`src/rtl/pcs_rx_synchronizer.sv`:
```
// 1000BASE-X receive code-group synchronizer: comma/parity acquisition, cgbad flagging, sync-loss tracking.
// One code group per GTX_CLK edge, all outputs registered one cycle behind RX_CODE_GROUP; no backpressure.
module pcs_rx_synchronizer (
    input  logic       GTX_CLK,
    input  logic       RESET,
    input  logic [9:0] RX_CODE_GROUP,
    output logic       SYNC_STATUS,
    output logic       RX_EVEN,
    output logic [9:0] SUDI,
    output logic       SUDI_BAD
);

    typedef enum logic [3:0] {
        LOSS_OF_SYNC, COMMA_DETECT_1, COMMA_DETECT_2, COMMA_DETECT_3,
        ACQUIRE_SYNC_1, ACQUIRE_SYNC_2,
        SYNC_ACQUIRED_1, SYNC_ACQUIRED_2, SYNC_ACQUIRED_2A,
        SYNC_ACQUIRED_3, SYNC_ACQUIRED_3A, SYNC_ACQUIRED_4, SYNC_ACQUIRED_4A
    } state_t;

    state_t     r_state, w_next;
    logic [1:0] r_good_cgs, w_next_good;
    logic       r_sync, r_rx_even, r_sudi_bad;
    logic [9:0] r_sudi;

    logic w_valid, w_is_k, w_comma, w_data, w_exp_even, w_cgbad, w_cggood;
    logic w_enter_cd, w_next_sync, w_next_quiet;

    // Both running-disparity encodings of every code group the link may carry.
    always_comb begin
        w_valid = 1'b0;
        w_is_k  = 1'b0;
        case (RX_CODE_GROUP)
            10'h274, 10'h18B, 10'h279, 10'h189, 10'h275, 10'h185,
            10'h273, 10'h18C, 10'h272, 10'h18D, 10'h296,
            10'h1B4, 10'h24B, 10'h1B9, 10'h249, 10'h1B5, 10'h245,
            10'h1B3, 10'h24C, 10'h2AA: w_valid = 1'b1;
            10'h0FA, 10'h305, 10'h3A8, 10'h057, 10'h368, 10'h097,
            10'h2E8, 10'h117: begin
                w_valid = 1'b1;
                w_is_k  = 1'b1;
            end
            default: ;
        endcase
    end

    assign w_comma    = (RX_CODE_GROUP[9:3] == 7'b0011111) || (RX_CODE_GROUP[9:3] == 7'b1100000);
    assign w_data     = w_valid && !w_comma && !w_is_k;
    assign w_exp_even = ~r_rx_even;
    assign w_cgbad    = !w_valid || (w_comma && !w_exp_even);
    assign w_cggood   = !w_cgbad;

    always_comb begin
        w_next      = r_state;
        w_next_good = r_good_cgs;
        case (r_state)
            LOSS_OF_SYNC:   if (w_comma) w_next = COMMA_DETECT_1;
            COMMA_DETECT_1: w_next = w_data ? ACQUIRE_SYNC_1 : LOSS_OF_SYNC;
            COMMA_DETECT_2: w_next = w_data ? ACQUIRE_SYNC_2 : LOSS_OF_SYNC;
            COMMA_DETECT_3: w_next = w_data ? SYNC_ACQUIRED_1 : LOSS_OF_SYNC;
            ACQUIRE_SYNC_1: begin
                if (w_cgbad)                      w_next = LOSS_OF_SYNC;
                else if (w_comma && w_exp_even)   w_next = COMMA_DETECT_2;
            end
            ACQUIRE_SYNC_2: begin
                if (w_cgbad)                      w_next = LOSS_OF_SYNC;
                else if (w_comma && w_exp_even)   w_next = COMMA_DETECT_3;
            end
            SYNC_ACQUIRED_1: begin
                if (w_cgbad) begin
                    w_next      = SYNC_ACQUIRED_2;
                    w_next_good = 2'd0;
                end
            end
            SYNC_ACQUIRED_2, SYNC_ACQUIRED_3, SYNC_ACQUIRED_4: begin
                if (w_cgbad) begin
                    w_next      = (r_state == SYNC_ACQUIRED_2) ? SYNC_ACQUIRED_3 :
                                  (r_state == SYNC_ACQUIRED_3) ? SYNC_ACQUIRED_4 : LOSS_OF_SYNC;
                    w_next_good = 2'd0;
                end else begin
                    w_next      = (r_state == SYNC_ACQUIRED_2) ? SYNC_ACQUIRED_2A :
                                  (r_state == SYNC_ACQUIRED_3) ? SYNC_ACQUIRED_3A : SYNC_ACQUIRED_4A;
                    w_next_good = 2'd1;
                end
            end
            SYNC_ACQUIRED_2A, SYNC_ACQUIRED_3A, SYNC_ACQUIRED_4A: begin
                if (w_cgbad) begin
                    w_next      = (r_state == SYNC_ACQUIRED_2A) ? SYNC_ACQUIRED_3 :
                                  (r_state == SYNC_ACQUIRED_3A) ? SYNC_ACQUIRED_4 : LOSS_OF_SYNC;
                    w_next_good = 2'd0;
                end else if (w_cggood && r_good_cgs == 2'd3) begin
                    // Four good code groups in a row climb back one level.
                    w_next      = (r_state == SYNC_ACQUIRED_2A) ? SYNC_ACQUIRED_1 :
                                  (r_state == SYNC_ACQUIRED_3A) ? SYNC_ACQUIRED_2 : SYNC_ACQUIRED_3;
                    w_next_good = 2'd0;
                end else begin
                    w_next_good = r_good_cgs + 2'd1;
                end
            end
            default: w_next = LOSS_OF_SYNC;
        endcase
    end

    assign w_enter_cd   = (w_next == COMMA_DETECT_1) || (w_next == COMMA_DETECT_2) ||
                          (w_next == COMMA_DETECT_3);
    assign w_next_quiet = w_enter_cd || (w_next == LOSS_OF_SYNC);
    assign w_next_sync  = (w_next >= SYNC_ACQUIRED_1);

    always_ff @(posedge GTX_CLK or posedge RESET) begin
        if (RESET) begin
            r_state    <= LOSS_OF_SYNC;
            r_good_cgs <= 2'd0;
            r_sync     <= 1'b0;
            r_rx_even  <= 1'b0;
            r_sudi     <= 10'h000;
            r_sudi_bad <= 1'b0;
        end else begin
            r_state    <= w_next;
            r_good_cgs <= w_next_good;
            r_sync     <= w_next_sync;
            r_rx_even  <= w_enter_cd ? 1'b1 : w_exp_even;
            r_sudi     <= RX_CODE_GROUP;
            r_sudi_bad <= w_cgbad && !w_next_quiet;
        end
    end

    assign SYNC_STATUS = r_sync;
    assign RX_EVEN     = r_rx_even;
    assign SUDI        = r_sudi;
    assign SUDI_BAD    = r_sudi_bad;

endmodule

```
`config.mk`:
```
export PLATFORM = sky130hd
export DESIGN_NAME = pcs_rx_synchronizer
export DESIGN_NICKNAME = d
export VERILOG_FILES = /design/src/rtl/pcs_rx_synchronizer.sv
export SDC_FILE = /design/constraint.sdc
export NUM_CORES = 1
export LEC_CHECK = 0
export ABC_AREA = 1
export CORE_MARGIN = 2
export CORE_UTILIZATION = 40
export DETAILED_ROUTE_END_ITERATION = 6
export DONT_BUFFER_PORTS = 1
export PLACE_DENSITY_LB_ADDON = 0.15
export RECOVER_POWER = 100
export SLEW_MARGIN = 20
export SYNTH_ARGS = -nofsm -noshare
export SYNTH_HDL_FRONTEND = slang
export SYNTH_SLANG_ARGS = --single-unit
```
`constraint.sdc`:
```
create_clock -name GTX_CLK -period 2.7 [get_ports GTX_CLK]
set_input_delay 0.54 -clock GTX_CLK [delete_from_list [all_inputs] [get_ports GTX_CLK]]
set_output_delay 0.54 -clock GTX_CLK [all_outputs]
set_load 0.005 [all_outputs]
```
==> results by group, run 1 <==
Timing
  – Slew HR: 53.4%
  – Period Utilization, post-route: 77.3%
  – Worst Tran Pin Value: 0.698 ns
  – Fmax: 0.479 GHz
  – Min Hold Slack: 0.223 ns
  – Final Setup Violations: 0
  – RSZ-0062 raised after global routing: false
  – Final min period: 2.09 ns
  – Fin. Hold Viols: 0
  – Final setup margin: 0.613 ns
  – Worst clock skew: 0.00729 ns
  – Fin. max-slew vios: 0
  – Setup tns final: 0 ns

Drt
  – DR iter-0 viols: 78
  – DR DRC count: 0
  – WL final: 2830 um
  – Detail Route Antenna Nets: 0
  – DR vias: 1225
  – Vias per Instance: 5.06
  – Routed WL per cell: 11.7 um
  – Drt pass-1 iters: 4

Critical path
  – Cell Chain, Critical Path: inv_1 > nand2_1 > inv_1 > nand3_1 > nor2_1 > nor2_1 > nand3_2 > nor2_4 > nand2_4 > nand2_1 > nand2_1 > nand2_1 > inv_2 > nand2_1 > o21ai_0 > o21ai_0 > inv_1
  – Slowest cell on crit path: nand2_1
  – Largest stage delay on the critical path: 0.26 ns
  – Most frequent CP cell: nand2_1
  – CP Launch Type: input port
  – CP endpoint kind: register
  – Worst Setup SP: RX_CODE_GROUP[8]
  – Worst path bufs/invs: 4
  – Path type of the worst setup path: in -> reg
  – Critical path's top delay family: simple AND/OR/NAND/NOR gates
  – Worst reg2reg setup slack: 0.71 ns
  – Worst r2r src: r_state[3]$_DFF_PP0_
  – Worst endpoint data arrival time: 2.29 ns
  – Worst EP required: 2.90 ns
  – Max FO, Critical Path: 10

Placed design
  – PortBufs: 0
  – Hpwl dp: 2350 um
  – Routability Congestion: 0.932
  – DP Worst Slack: 0.529 ns

Clock tree
  – Post_cts resized: 0
  – Reg clk slew, reported paths: 0.11 ns
  – CTS tree: done
  – TritonCTS buffer count: 3
  – Clock Path Buffers: 2
  – Clock sinks: 19
  – Worst skew pair latency: 0.30 ns
  – Hold-fix buffer count after cts: 0
  – Root Driver: clkbuf_4
  – H-tree depth: 1
  – Postcts setup bufs: 0

Final layout
  – Layout net count: 212
  – Commonest non-fill, non-tap cells in the layout: nand2_1, nor2_1, inv_1
  – Area Overhead vs Synth: 5.75%
  – Ratio of cells with drive above 1 in the final layout: 10.6%
  – Ant diodes: 0
  – Most common cell after layout, fill and taps aside: nand2_1

Floorplanning
  – Initial Utilization: 42.0%
  – # rows: 20
  – Core area: 3050 um^2
  – Die width: 60.7 um
  – Number of I/O pins: 25
  – Die Height: 60.7 um
  – Die ar.: 3680 um^2

Synth
  – Post-synth top area share: 37.0%
  – Count of different cell masters after synthesis: 26
  – Sequential share of the synthesized area: 37.0%
  – Syn Nets: 207
  – Yosys top cell by area: dfrtp_1
  – Area contributors post-synth: dfrtp_1, nand2_1, nor2_1
  – Gate count of the mapped netlist: 194
  – Mean Syn Cell Area: 6.62 um^2
  – Yosys warning count: 0
  – Post-synthesis cell area: 1280 um^2
  – Flop and latch count out of synthesis: 19

Global route
  – First-pass GRT wire length: 4900 um
  – Gr ovfl total: 0
  – Largest net degree at the start of global routing: 20
  – Initial antenna violation count: 0
  – Gr usage total: 17.8%
  – Vias in the first global route: 1181

Outcome
  – Run status: finished, final reports clean

Pwr
  – Pleak: 0.000733 uW
  – Max VDD drop: 0.000236 V
  – PD cells: 375 nW/um^2

Worst hold path
  – Worst Hold Class: in -> async

Job
  – Max Cap Viol: 0
==> state kept, by name, summed over array words and instances (netlist names) <==
signal       cells
SUDI            10
r_state          4
r_good_cgs       2
RX_EVEN          1
SUDI_BAD         1
SYNC_STATUS      1
==> layer usage <==
layer | part of all wire (%) | GRT usage (%) | vias up | wire length [um]
li1 | - | - | 623 | -
met1 | 41 | 20.6 | 552 | 1170
met2 | 52 | 30.4 | 44 | 1480
met3 | 4.5 | 3.41 | 6 | 127
met4 | 2.0 | 10.2 | 0 | 58
met5 | 0 | 0 | - | 0
==> per-stage QoR <==
stage / total power [uW] / cells / area [um^2] / util, %
final: 509 / 242 / 1360 / 44.5
after global routing: 541 / 242 / 1360 / 44.5
after CTS: 520 / 242 / 1370 / 44.8
after detailed placement: 370 / 238 / 1340 / 43.9
after global placement: 371 / 238 / 1340 / 43.9
after floorplan: 357 / 194 / 1280 / -
==> cell families (layout without fill, tap and decap cells) <==
logic type / count (synthesis) / count (layout) / share of synthesized area, %
adders and majority gates: 1 / 1 / 0.975
buffers and inverters: 34 / 38 / 9.94
DFF: 19 / 19 / 37.0
and+or+nand+nor: 123 / 123 / 43.7
AOI/OAI and AO/OA: 17 / 17 / 8.38
==> synthesized netlist by cell type <==
cell type	n
nand2_1	49
nor2_1	33
inv_1	28
dfrtp_1	19
nand3_1	19
inv_2	6
a21oi_1	5
nor2_2	5
nand4_1	4
nor3_1	4
o21ai_0	3
o21ai_1	3
nand2_4	2
nand3b_1	2
a21oi_2	1
a31o_2	1
a32o_1	1
ha_1	1
nand2_2	1
nand3_2	1
nor2_4	1
nor3_2	1
nor4_1	1
o21ai_2	1
o21bai_1	1
o221ai_1	1
==> where the power goes <==
part | total (uW) | switching [uW] | internal (uW)
Sequential | 312 | 12.7 | 299
Clock | 146 | 90.1 | 56.3
Combinational | 51.1 | 35.1 | 16.0
==> worst register-to-register path, cell delays in order (launching register included) <==
cell and delay (ns):
dfrtp_1 0.44, inv_1 0.07, nor2_1 0.28, inv_1 0.07
nor3_1 0.24, nor2_1 0.07, nand2_1 0.08, inv_1 0.04
o21ai_0 0.39, nor2_2 0.09, nand2_1 0.07, nand2_1 0.05
==> cell type report <==
class,count,area [um^2]
Clock buffer,3,22.5
Clock inverter,1,7.51
Fill cell,328,1700
Inverter,34,128
Multi-Input combinational cell,141,669
Sequential cell,19,475
Tap cell,44,55.1
==> final timing paths <==
path | to | depth (start not counted)
min reg2reg | r_good_cgs[1]$_DFFE_PP0P_ | 1
max in group asynchronous | SUDI[1]$_DFF_PP0_ | 1
max | SUDI_BAD$_DFF_PP0_ | 17
max reg2reg | RX_EVEN$_DFF_PP0_ | 11
min | SUDI_BAD$_DFF_PP0_ | 1
min in group GTX_CLK | SUDI[5]$_DFF_PP0_ | 0
Power figures use the tool's default switching activity.
==> run 2, diff against run 1 <==
==> constraint.sdc (replaced) <==
create_clock -name GTX_CLK -period 1.7 [get_ports GTX_CLK]
set_input_delay 0.34 -clock GTX_CLK [delete_from_list [all_inputs] [get_ports GTX_CLK]]
set_output_delay 0.34 -clock GTX_CLK [all_outputs]
set_load 0.005 [all_outputs]
==> run 2 against run 1 <==
Final cell count grew 7.9%. Critical path depth is the same. Via count rose by 6.5%. Largest power group unchanged. Combinational power up 100%. Total power increased by 66%. Clock skew increased by 0.014 ns. Cell area rose by 14%. Critical path type unchanged. Sequential share of layout area down 4.4 points. Sequential power increased by 59%. Non-clock buffer count up 19. Utilization up 6.4 points.
==> results by group, run 2 (synthesis results as in run 1) <==
Timing
  – Fin. Hold Viols: 0
  – Final min period: 1.60 ns
  – Final setup margin: 0.0994 ns
  – Period Utilization, post-route: 94.2%
  – Worst clock skew: 0.0213 ns
  – Fin. max-slew vios: 0
  – Setup tns final: 0 ns
  – Worst Tran Pin Value: 0.715 ns
  – Slew HR: 52.3%
  – Fmax: 0.625 GHz
  – RSZ-0062 raised after global routing: true
  – Final Setup Violations: 0

Global route
  – Largest net degree at the start of global routing: 20
  – First-pass GRT wire length: 5190 um
  – Initial antenna violation count: 0
  – Vias in the first global route: 1239
  – Gr usage total: 18.9%
  – Gr ovfl total: 0

Drt
  – WL final: 3230 um
  – Drt pass-1 iters: 4
  – Vias per Instance: 5.00
  – DR DRC count: 0
  – Detail Route Antenna Nets: 0
  – DR vias: 1305
  – Routed WL per cell: 12.4 um
  – DR iter-0 viols: 73

Final layout
  – Ratio of cells with drive above 1 in the final layout: 25.8%
  – Post-Layout Inst Area: 1550 um^2
  – Final Util: 50.9%
  – Max reg flops: 10
  – Ant diodes: 0
  – Area Overhead vs Synth: 21.0%
  – Most common cell after layout, fill and taps aside: nand2_1
  – Layout net count: 231
  – Commonest non-fill, non-tap cells in the layout: nand2_1, inv_1, nor2_1

Placed design
  – DP Worst Slack: -0.292 ns
  – DP Area: 1470 um^2
  – Routability Congestion: 0.892
  – Hpwl dp: 2600 um
  – PortBufs: 0

Critical path
  – Worst EP required: 1.92 ns
  – Reg2Reg Depth: 11
  – Path type of the worst setup path: in -> reg
  – CP endpoint kind: register
  – Worst endpoint data arrival time: 1.82 ns
  – Max FO, Critical Path: 9
  – CP Launch Type: input port

Pwr
  – Switch Pwr: 241 uW
  – P_int: 604 uW
  – Pleak: 0.000829 uW
  – Sw Share: 28.5%
  – PD cells: 544 nW/um^2
  – Max VDD drop: 0.000350 V
  – Part of the power in registers: 58.8%
  – Pwr Total: 845 uW
  – Clock share of power: 28.9%
  – Gate power share: 12.3%

Floorplanning
  – Initial Utilization: 42.0%
  – Die Height: 60.7 um
  – Die ar.: 3680 um^2
  – Die width: 60.7 um
  – # rows: 20
  – Core area: 3050 um^2
  – Number of I/O pins: 25

Clock tree
  – Clock sinks: 19
  – CTS tree: done
  – TritonCTS buffer count: 3
  – Worst skew pair latency: 0.31 ns
  – Clock Path Buffers: 2
  – Hold-fix buffer count after cts: 0
  – Reg clk slew, reported paths: 0.13 ns
  – H-tree depth: 1
  – Root Driver: clkbuf_4

Job
  – Max Cap Viol: 0

Outcome
  – Run status: finished, final reports clean

Worst hold path
  – Worst Hold Class: in -> async
run 2: cell types whose count changed in the layout (fill, tap and decap cells not counted), moves of 2 or more:
cell	delta
buf_4	+16
nor2_1	-7
nor2_2	+7
o21ai_0	-4
inv_1	-3
inv_2	+3
nand2_1	-3
clkbuf_4	+2
nand2_2	+2
o21ai_1	+2
o21ai_2	+2
run 2: worst max-delay path, cell delays in order:
cell and delay, ns:
inv_2 0.03, nand2_2 0.07, inv_2 0.05, nand2_1 0.09
nand3_1 0.09, nand2_1 0.10, nand3_2 0.10, nor2_4 0.14
nand2_4 0.09, nand2_8 0.10, nand2_2 0.07, o21ai_1 0.09
nand3_1 0.12, nor2_2 0.15, nand3_1 0.09, nand2_1 0.07
nand2_1 0.05
run 2: timing repair:
item / in CTS / in global routing
gates cloned: 0 / 0
setup endpoints to repair: 8 / 8
pin swaps: 0 / 7
hold endpoints to repair: 0 / 0
setup buffers: 0 / 1
gates resized for setup: 2 / 14
run 2: final timing paths:
path / slack [ns] / to / start
setup / recovery: 0.1 / RX_EVEN$_DFF_PP0_ / RX_CODE_GROUP[3]
hold / removal: 0.009 / SUDI[8]$_DFF_PP0_ / RESET
setup reg to reg: 0.12 / RX_EVEN$_DFF_PP0_ / r_state[0]$_DFF_PP0_
hold reg to reg: 0.52 / r_good_cgs[1]$_DFFE_PP0P_ / r_good_cgs[1]$_DFFE_PP0P_
max in group asynchronous: 1.22 / r_good_cgs[1]$_DFFE_PP0P_ / RESET
min in group GTX_CLK: 0.03 / SUDI[8]$_DFF_PP0_ / RX_CODE_GROUP[8]
run 2: metal layers:
metal	vias up	share of wire, %	GRT usage, %
met2	33	52	32.6
met5	-	0	0
met3	12	3.1	3.62
met1	604	42	21.9
met4	0	3.1	10.2
li1	656	-	-
run 2: cell type report:
cell class,count,area (um^2)
clock inverter,1,7.51
sequential,19,475
timing repair buffer,19,139
fill,323,1500
tap,44,55.1
inverter,34,128
multi-input combinational,141,726
clock buffer,3,22.5
run 2: metrics by stage:
step | hold slack [ns] | cells
after global routing | 0.0129 | 261
after global placement | 0.365 | 256
final | 0.00898 | 261
after CTS | 0.0289 | 260
after detailed placement | 0.372 | 256
after floorplan | 0.291 | 194
run 2: power groups by stage:
stage	clock [uW]	combinational, uW	sequential (uW)
2_1_floorplan	0	67.5	499
3_3_place_gp	0	95.6	506
3_5_place_dp	0	97.7	508
4_1_cts	248	99.0	498
5_1_grt	265	117	499
6_report	244	104	497
==> run 3, diff against run 2 <==
--- a/config.mk
+++ b/config.mk
@@ -7,7 +7,7 @@
 export LEC_CHECK = 0
 export ABC_AREA = 1
 export CORE_MARGIN = 2
-export CORE_UTILIZATION = 40
+export CORE_UTILIZATION = 50
 export DETAILED_ROUTE_END_ITERATION = 6
 export DONT_BUFFER_PORTS = 1
 export PLACE_DENSITY_LB_ADDON = 0.15
==> run 3 against run 2 <==
Non-clock buffer count is 5 lower. Maximum frequency is 4.4% lower. Global-route usage is 4.4 points higher. Critical path type unchanged. Register-to-register slack worse by 0.04 ns. Sequential power hardly changed. Total power is 1.7% lower. Largest cell class unchanged. Wire length is 5.0% lower. First-iteration DRC count is 58% lower. Critical endpoint unchanged.
==> results by group, run 3 (synthesis results as in run 1) <==
Final layout
  – Max reg flops: 10
  – Most common cell after layout, fill and taps aside: nand2_1
  – Post-Layout Inst Area: 1500 um^2
  – Commonest non-fill, non-tap cells in the layout: nand2_1, inv_1, nor2_1
  – Ratio of cells with drive above 1 in the final layout: 24.1%
  – Layout net count: 226
  – Ant diodes: 0
  – Fin cells: 242
  – Area Overhead vs Synth: 17.1%

Critical path
  – Worst r2r src: r_state[0]$_DFF_PP0_
  – Worst endpoint data arrival time: 1.87 ns
  – Worst EP required: 1.89 ns
  – Reg2Reg Depth: 11
  – CP Launch Type: input port
  – R2r endpoint: RX_EVEN$_DFF_PP0_
  – CP endpoint kind: register
  – Worst reg2reg setup slack: 0.08 ns
  – Max FO, Critical Path: 9
  – Path type of the worst setup path: in -> reg

Global route
  – Vias in the first global route: 1191
  – Gr usage total: 23.2%
  – Gr ovfl total: 0
  – Initial antenna violation count: 0
  – Largest net degree at the start of global routing: 20
  – First-pass GRT wire length: 5020 um

Floorplanning
  – Die Height: 54.7 um
  – Number of I/O pins: 25
  – Initial Utilization: 52.3%
  – Die ar.: 2990 um^2
  – Die width: 54.7 um
  – Core area: 2450 um^2
  – # rows: 18

Drt
  – Detail Route Antenna Nets: 0
  – WL final: 3060 um
  – Drt pass-1 iters: 4
  – DR iter-0 viols: 31
  – Routed WL per cell: 12.7 um
  – DR DRC count: 0
  – Vias per Instance: 5.29
  – DR vias: 1280

Timing
  – Fin. Hold Viols: 0
  – Fmax: 0.598 GHz
  – Final Setup Violations: 0
  – Slew HR: 53.1%
  – Final min period: 1.67 ns
  – RSZ-0062 raised after global routing: true
  – Period Utilization, post-route: 98.4%
  – Worst Tran Pin Value: 0.703 ns
  – Min Hold Slack: 0.0246 ns
  – Fin. max-slew vios: 0
  – Worst clock skew: 0.00532 ns
  – Final setup margin: 0.0264 ns

Placed design
  – Hpwl dp: 2430 um
  – Routability Congestion: 0.901
  – Placed insts: 238
  – DP Worst Slack: -0.280 ns
  – DP Area: 1430 um^2
  – PortBufs: 0

Clock tree
  – Postcts setup bufs: 0
  – Reg clk slew, reported paths: 0.12 ns
  – Root Driver: clkbuf_4
  – H-tree depth: 1
  – CTS tree: done
  – Clock sinks: 19
  – TritonCTS buffer count: 3
  – Clock Path Buffers: 2
  – Worst skew pair latency: 0.30 ns

Pwr
  – Max VDD drop: 0.000452 V
  – P_int: 601 uW
  – Sw Share: 27.6%
  – Part of the power in registers: 59.6%
  – Gate power share: 12.1%
  – Switch Pwr: 229 uW
  – Pleak: 0.000811 uW
  – Pwr Total: 830 uW
  – Clock share of power: 28.4%
  – PD cells: 552 nW/um^2

Worst hold path
  – Worst Hold Class: in -> async

Job
  – Max Cap Viol: 0

Outcome
  – Run status: finished, final reports clean
## run 3: timing repair
item                                    4_1_cts  5_1_grt
endpoints found under the setup margin        5        7
resized for setup                             2       13
pin swaps                                     0        1
hold buffers                                  0        0
## run 3: cell type report
cell class                 count  area, um^2
clock inverter                 1        7.51
timing repair buffer          14         103
tap                           30        37.5
clock buffer                   3        22.5
fill                         228         952
sequential                    19         475
inverter                      34         128
multi-input combinational    141         729
## run 3: worst max-delay path, stage by stage
cell     delay, ns
inv_1         0.03
nand2_1       0.11
inv_1         0.09
nand3_1       0.08
nor2_1        0.04
nor2_1        0.11
nand3_2       0.10
nor2_4        0.14
nand2_4       0.10
nand2_8       0.10
nand2_1       0.08
o21ai_1       0.09
nand3_1       0.11
nor2_2        0.13
nand3_1       0.09
nand2_1       0.07
nand2_1       0.05
## run 3: per-layer routing
layer / share of wire, % / wire [um] / global-route usage [%] / vias up
li1: - / - / - / 647
met3: 2.6 / 81 / 3.55 / 2
met5: 0 / 0 / 0 / -
met4: 0.49 / 15 / 6.25 / 0
met1: 43 / 1320 / 27.3 / 605
met2: 54 / 1650 / 43.1 / 26
## run 3: power by group through the flow
stage	Combinational, uW	Clock [uW]	Sequential, uW
final	100	235	495
after global routing	112	261	501
after CTS	96.4	241	496
after detailed placement	95.9	0	505
after global placement	93.3	0	505
after floorplan	67.5	0	499
## run 3: metrics by stage
step           util (%)  TNS [ns]
2_1_floorplan         -         0
3_3_place_gp       58.1    -0.816
3_5_place_dp       58.1     -1.08
4_1_cts            59.5         0
5_1_grt            61.2   -0.0914
6_report           61.2         0
## run 3: worst max-delay path by stage
stage	from	end	slack [ns]
6_report	RX_CODE_GROUP[8]	RX_EVEN$_DFF_PP0_	0.03
5_1_grt	RX_CODE_GROUP[8]	RX_EVEN$_DFF_PP0_	-0.08
4_1_cts	RX_CODE_GROUP[8]	RX_EVEN$_DFF_PP0_	0.04
3_5_place_dp	RX_CODE_GROUP[8]	RX_EVEN$_DFF_PP0_	-0.28
3_3_place_gp	RX_CODE_GROUP[8]	RX_EVEN$_DFF_PP0_	-0.26
2_1_floorplan	RX_CODE_GROUP[8]	RX_EVEN$_DFF_PP0_	0.03
